`src/rtl/bw_blob_tracker_pkg.sv`:
```
// Shared types and width helpers for the black/white blob tracker.
package bw_track_pkg;

    typedef enum logic [1:0] {
        S_IDLE   = 2'd0,
        S_ACCUM  = 2'd1,
        S_REPORT = 2'd2
    } state_t;

    localparam int DEF_H_ACTIVE  = 640;
    localparam int DEF_V_ACTIVE  = 480;
    localparam int DEF_MIN_COUNT = 64;

    function automatic int coord_w(input int n);
        return (n > 1) ? $clog2(n) : 1;
    endfunction

    function automatic int count_w(input int h, input int v);
        return $clog2(h * v + 1);
    endfunction

endpackage

```
`src/rtl/bw_blob_tracker_raster_counter.sv`:
```
// Raster x/y position of the next accepted pixel; a sof pixel is (0,0).
module raster_counter #(
    parameter int H_ACTIVE = 640,
    parameter int V_ACTIVE = 480,
    parameter int X_W      = 10,
    parameter int Y_W      = 9
) (
    input  logic           clk,
    input  logic           rst,
    input  logic           advance,
    input  logic           sof,
    output logic [X_W-1:0] x,
    output logic [Y_W-1:0] y,
    output logic           last
);

    localparam logic [X_W-1:0] X_MAX = X_W'(H_ACTIVE - 1);
    localparam logic [Y_W-1:0] Y_MAX = Y_W'(V_ACTIVE - 1);

    assign last = (x == X_MAX) && (y == Y_MAX);

    // On sof the current pixel is (0,0) regardless of the count, so step past it.
    always_ff @(posedge clk or posedge rst) begin
        if (rst) begin
            x <= '0;
            y <= '0;
        end else if (advance) begin
            if (sof) begin
                x <= X_W'(1);
                y <= '0;
            end else if (x == X_MAX) begin
                x <= '0;
                y <= (y == Y_MAX) ? '0 : y + Y_W'(1);
            end else begin
                x <= x + X_W'(1);
            end
        end
    end

endmodule

```
`src/rtl/bw_blob_tracker.sv`:
```
// Per-frame dark-pixel count, bounding box and centre over a 1-bit raster stream.
module bw_blob_tracker
    import bw_track_pkg::*;
#(
    parameter int H_ACTIVE  = DEF_H_ACTIVE,
    parameter int V_ACTIVE  = DEF_V_ACTIVE,
    parameter int MIN_COUNT = DEF_MIN_COUNT,
    parameter int X_W       = coord_w(H_ACTIVE),
    parameter int Y_W       = coord_w(V_ACTIVE),
    parameter int C_W       = count_w(H_ACTIVE, V_ACTIVE)
) (
    input  logic           i_clk,
    input  logic           i_rst,
    input  logic           i_sof,
    input  logic           i_valid,
    input  logic           i_bw,
    output logic           o_valid,
    output logic           o_found,
    output logic [X_W-1:0] o_min_x,
    output logic [X_W-1:0] o_max_x,
    output logic [X_W-1:0] o_center_x,
    output logic [Y_W-1:0] o_min_y,
    output logic [Y_W-1:0] o_max_y,
    output logic [Y_W-1:0] o_center_y,
    output logic [C_W-1:0] o_count,
    output state_t         dbg_state
);

    localparam logic [X_W-1:0] X_MAX = X_W'(H_ACTIVE - 1);
    localparam logic [Y_W-1:0] Y_MAX = Y_W'(V_ACTIVE - 1);

    state_t         state, state_next;
    logic [X_W-1:0] x, min_x, max_x;
    logic [Y_W-1:0] y, min_y, max_y;
    logic [C_W-1:0] count;
    logic           last, start, accept, found;
    logic [X_W:0]   sum_x;
    logic [Y_W:0]   sum_y;

    // A pixel exists only when i_valid=1 (no back-pressure). It is taken when it
    // starts a frame (i_sof) or while a frame is being accumulated.
    assign start  = i_valid && i_sof;
    assign accept = start || (i_valid && (state == S_ACCUM));
    assign found  = (count >= C_W'(MIN_COUNT));
    assign sum_x  = {1'b0, min_x} + {1'b0, max_x};
    assign sum_y  = {1'b0, min_y} + {1'b0, max_y};
    assign dbg_state = state;

    raster_counter #(
        .H_ACTIVE(H_ACTIVE),
        .V_ACTIVE(V_ACTIVE),
        .X_W     (X_W),
        .Y_W     (Y_W)
    ) u_raster (
        .clk    (i_clk),
        .rst    (i_rst),
        .advance(accept),
        .sof    (start),
        .x      (x),
        .y      (y),
        .last   (last)
    );

    always_ff @(posedge i_clk or posedge i_rst) begin
        if (i_rst) state <= S_IDLE;
        else       state <= state_next;
    end

    always_comb begin
        state_next = state;
        case (state)
            S_IDLE:   if (start) state_next = S_ACCUM;
            S_ACCUM: begin
                if (start)                  state_next = S_ACCUM;
                else if (i_valid && last)   state_next = S_REPORT;
            end
            S_REPORT: state_next = start ? S_ACCUM : S_IDLE;
            default:  state_next = S_IDLE;
        endcase
    end

    // A start pixel re-initialises and is itself folded in at (0,0).
    always_ff @(posedge i_clk or posedge i_rst) begin
        if (i_rst) begin
            count <= '0;
            min_x <= '0;
            max_x <= '0;
            min_y <= '0;
            max_y <= '0;
        end else if (start) begin
            count <= C_W'(i_bw);
            min_x <= i_bw ? '0 : X_MAX;
            min_y <= i_bw ? '0 : Y_MAX;
            max_x <= '0;
            max_y <= '0;
        end else if (accept && i_bw) begin
            count <= count + C_W'(1);
            if (x < min_x) min_x <= x;
            if (x > max_x) max_x <= x;
            if (y < min_y) min_y <= y;
            if (y > max_y) max_y <= y;
        end
    end

    always_ff @(posedge i_clk or posedge i_rst) begin
        if (i_rst) begin
            o_valid    <= 1'b0;
            o_found    <= 1'b0;
            o_count    <= '0;
            o_min_x    <= '0;
            o_max_x    <= '0;
            o_center_x <= '0;
            o_min_y    <= '0;
            o_max_y    <= '0;
            o_center_y <= '0;
        end else begin
            o_valid <= (state == S_REPORT);
            if (state == S_REPORT) begin
                o_count <= count;
                o_found <= found;
                if (found) begin
                    o_min_x    <= min_x;
                    o_max_x    <= max_x;
                    o_center_x <= sum_x[X_W:1];
                    o_min_y    <= min_y;
                    o_max_y    <= max_y;
                    o_center_y <= sum_y[Y_W:1];
                end else begin
                    o_min_x    <= '0;
                    o_max_x    <= '0;
                    o_center_x <= '0;
                    o_min_y    <= '0;
                    o_max_y    <= '0;
                    o_center_y <= '0;
                end
            end
        end
    end

endmodule

```
`config.mk`:
```
export PLATFORM = sky130hd
export DESIGN_NAME = bw_blob_tracker
export DESIGN_NICKNAME = d
export VERILOG_FILES = /design/src/rtl/bw_blob_tracker_pkg.sv /design/src/rtl/bw_blob_tracker_raster_counter.sv /design/src/rtl/bw_blob_tracker.sv
export SDC_FILE = /design/constraint.sdc
export NUM_CORES = 1
export LEC_CHECK = 0
export ABC_AREA = 0
export CORE_MARGIN = 10
export CORE_UTILIZATION = 50
export CTS_CLUSTER_DIAMETER = 80
export DETAILED_ROUTE_END_ITERATION = 8
export PLACE_DENSITY_LB_ADDON = 0.2
export SYNTH_ARGS = -nofsm -noshare
export SYNTH_HDL_FRONTEND = slang
export SYNTH_SLANG_ARGS = --single-unit
```
`constraint.sdc`:
```
create_clock -name i_clk -period 5.4 [get_ports i_clk]
set_clock_uncertainty 0.15 [all_clocks]
set_input_delay 1.35 -clock i_clk [delete_from_list [all_inputs] [get_ports i_clk]]
set_output_delay 1.35 -clock i_clk [all_outputs]
set_load 0.02 [all_outputs]
```
==> out/summary.json <==
{
  "run_status": "completed",
  "number_of_global_route_vias_before_repair": 6338,
  "design.final.nets": 986,
  "power.static_leakage_nw": 4.370,
  "critical_path.max_fanout": 11,
  "antenna_found_initial": 0,
  "cts_max_path_buffers": 2,
  "ctsHtreeMaxLevel": 4,
  "end_kind": "flip-flop",
  "die_area_sq_mm": 0.02186,
  "synthesized_instance_count": 847,
  "synth-edff-count": 0,
  "cap_violations": 0,
  "synth_sequential_area_ratio": 0.4776,
  "critical_path.startpoint_type": "primary input",
  "syn-cell-area_sq_mm": 0.008174,
  "num-fill-cells": 1353,
  "clk_latency_ns": 0.42,
  "layout_worst_path_cycle_share": 0.6416,
  "hold_slack_ns": 0.3223,
  "post-cts-setup-buffers": 0,
  "routedWlPerCell_um": 17.00,
  "detailed_place_hpwl_um": 14140,
  "post-route-cell-area_sq_mm": 0.009856,
  "post-synth-top-area-cell": "sky130_fd_sc_hd__dfrtp_1",
  "timing.critical_path.required_ns": 5.57,
  "worst_slew_pin_slew_ns": 1.064,
  "crit_slowest_cell": "sky130_fd_sc_hd__clkdlybuf4s50_1",
  "placedCellCount": 1119,
  "mapped_nets": 911,
  "routed_wirelength_um": 19560,
  "antenna_violating_nets_post_route": 0,
  "place.port_buffers": 84,
  "cts-buffers-inserted": 17,
  "grt_remaining_overflow": 0,
  "pre_cts_ws_ns": 1.557,
  "multi_input_comb_area_sq_mm": 0.003940,
  "floorplan.initialDensity": 0.5127,
  "numClockSinks": 156,
  "groute.usage.overall": 0.1829,
  "placeableCoreArea_sq_mm": 0.01594,
  "yosysTopAreaCellShare": 0.4776,
  "hold_viol_final": 0,
  "synth-async-reset-ratio": 1.000,
  "syn_to_final_growth_pct": 20.57,
  "p_total_mw": 2.969,
  "die_h_um": 147.9,
  "drt_first_iter_violations": 404,
  "antennaDiodeCount": 0,
  "clock_tree.root_cell": "sky130_fd_sc_hd__clkbuf_16",
  "synth-main-ff-cell": "sky130_fd_sc_hd__dfrtp_1",
  "yosys.cell_types.count": 68,
  "finalSetupViolations": 0,
  "final_count_of_pins_violating_max_slew": 0,
  "final_layout_size_suffix_gt1_frac": 0.06952,
  "synth.yosys.warnings": 0,
  "die-width_um": 147.9,
  "hold_buffers": 0,
  "worst_slack_ns": 1.935,
  "criticalPathCategory": "primary input to flip-flop",
  "grt_start_max_net_pins": 86,
  "detailed_routing_iterations_pass_1": 5,
  "slew-limit-headroom": 0.2896,
  "globalplace.congestion": 0.8708,
  "drc": 0,
  "grt_setup_unrepaired": "false",
  "ys_top_cells_by_area": "sky130_fd_sc_hd__dfrtp_1, sky130_fd_sc_hd__ha_1, sky130_fd_sc_hd__nand2_1",
  "floorplan.io_pins": 85,
  "synth.most_common_cell": "sky130_fd_sc_hd__dfrtp_1",
  "grt_pass1_wl_um": 32930,
  "row_count": 46,
  "max-vdd-ir-drop_uv": 226.4,
  "min_path_type": "flip-flop to flip-flop",
  "critPathArrivalTime_ns": 3.64,
  "cts_tree": "done",
  "tns_ns": 0,
  "detailed_place.area_sq_mm": 0.009235,
  "postLayoutCoreUtil": 0.6182,
  "detailroute.via_count": 6445,
  "clock.fmax_mhz": 288.6,
  "power.density_mw_per_mm2": 301.3,
  "post_synth.cell_area_avg_sq_um": 9.651,
  "clock_transition_at_the_registers_of_the_reported_paths_ns": 0.06,
  "yosys-top-cells-count": "sky130_fd_sc_hd__dfrtp_1, sky130_fd_sc_hd__nand2_1, sky130_fd_sc_hd__o21ai_0, sky130_fd_sc_hd__ha_1, sky130_fd_sc_hd__inv_1",
  "ctsResizeCount": 0,
  "routed_via_density": 5.599,
  "crit_chain": "clkdlybuf4s50_1 > nand4b_1 > a211oi_1 > o21ai_1 > or2_1 > a311oi_1",
  "final_period_minus_worst_setup_slack_ns": 3.465,
  "fin_cells": 1151,
  "synth_register_bits": 156,
  "regArea_sq_mm": 0.003904,
  "max_stage_delay_ns": 0.62
}
flip-flops by register name, summed over array words and instances (netlist names):
signal / cells
max_x: 10
count: 19
u_raster.y: 9
o_valid: 1
o_found: 1
o_count: 19
dbg_state: 2
o_max_x: 10
min_x: 10
u_raster.x: 10
o_min_y: 9
o_center_y: 9
min_y: 9
max_y: 9
o_max_y: 9
o_center_x: 10
o_min_x: 10
cell usage in the layout, fill, tap and decap left out, types with 4 or more instances in the layout:
master,n
sky130_fd_sc_hd__o21a_1,8
sky130_fd_sc_hd__clkinvlp_4,4
sky130_fd_sc_hd__nand2_1,153
sky130_fd_sc_hd__mux2i_1,11
sky130_fd_sc_hd__clkdlybuf4s50_1,84
sky130_fd_sc_hd__nor3_1,11
sky130_fd_sc_hd__inv_1,49
sky130_fd_sc_hd__clkbuf_8,4
sky130_fd_sc_hd__o21ai_1,4
sky130_fd_sc_hd__or3_1,7
sky130_fd_sc_hd__o31ai_1,12
sky130_fd_sc_hd__nand4_1,17
sky130_fd_sc_hd__nand3_1,18
sky130_fd_sc_hd__o221a_2,8
sky130_fd_sc_hd__a21o_1,10
sky130_fd_sc_hd__a21oi_1,26
sky130_fd_sc_hd__o21ai_0,80
sky130_fd_sc_hd__dfrtp_1,156
sky130_fd_sc_hd__xnor2_1,19
sky130_fd_sc_hd__xor2_1,10
sky130_fd_sc_hd__buf_4,6
sky130_fd_sc_hd__clkbuf_16,17
sky130_fd_sc_hd__or2_2,4
sky130_fd_sc_hd__nor2_1,36
sky130_fd_sc_hd__a22o_1,5
sky130_fd_sc_hd__nor4_1,13
sky130_fd_sc_hd__a211oi_1,6
sky130_fd_sc_hd__nor2b_1,7
sky130_fd_sc_hd__ha_1,57
sky130_fd_sc_hd__a311oi_1,8
sky130_fd_sc_hd__and4_1,7
layer usage:
metal / GRT usage / wire length, um
met1: 0.2317 / 8939
met2: 0.3061 / 9589
met3: 0.03724 / 755
met4: 0.05897 / 277
met5: 0 / 0
critical path, delay by kind of cell:
family	cells	cell delay, ns
and+or+nand+nor	2	0.76
buffers and inverters	1	0.62
AOI/OAI and AO/OA	3	0.91
path summary, 6_finish.rpt:
kind / from / end / slack [ns] / cells past startpoint
min in group asynchronous: i_rst / count[16] / 1.38 / 2
hold reg to reg: o_count[15] / o_count[15] / 0.32 / 2
max in group asynchronous: i_rst / min_y[6] / 2.89 / 3
setup reg to reg: dbg_state[0] / o_center_y[7] / 2.70 / 6
setup / recovery: i_valid / min_y[8] / 1.94 / 6
hold / removal: o_count[15] / o_count[15] / 0.32 / 2
layout make-up:
cell class | instances | area share
flip-flops and latches | 156 | 0.3961
inverters | 51 | 0.01980
well taps | 216 | 0.02742
multi-input cells | 604 | 0.3998
clock buffers | 22 | 0.04913
clock inverters | 10 | 0.01384
repair buffers | 92 | 0.09394
where the power goes:
part           total (mW)  switching [mW]  leakage (nW)  internal [mW]
combinational       0.432           0.257          1.95          0.174
sequential           1.29          0.0722          2.12           1.21
clock                1.25           0.475         0.299          0.775
cells by family (layout without fill, tap and decap cells):
family	Yosys count	count (layout)	synth area share
flip-flops	156	156	0.4776
adder cells (fa/ha/maj)	59	59	0.09215
AO/OA/AOI/OAI	197	197	0.1584
multiplexers	11	11	0.01347
XOR/XNOR	29	29	0.03107
AND/OR/NAND/NOR	308	308	0.1866
buffers and inverters	87	175	0.04072
(Power assumes the default switching activity.)
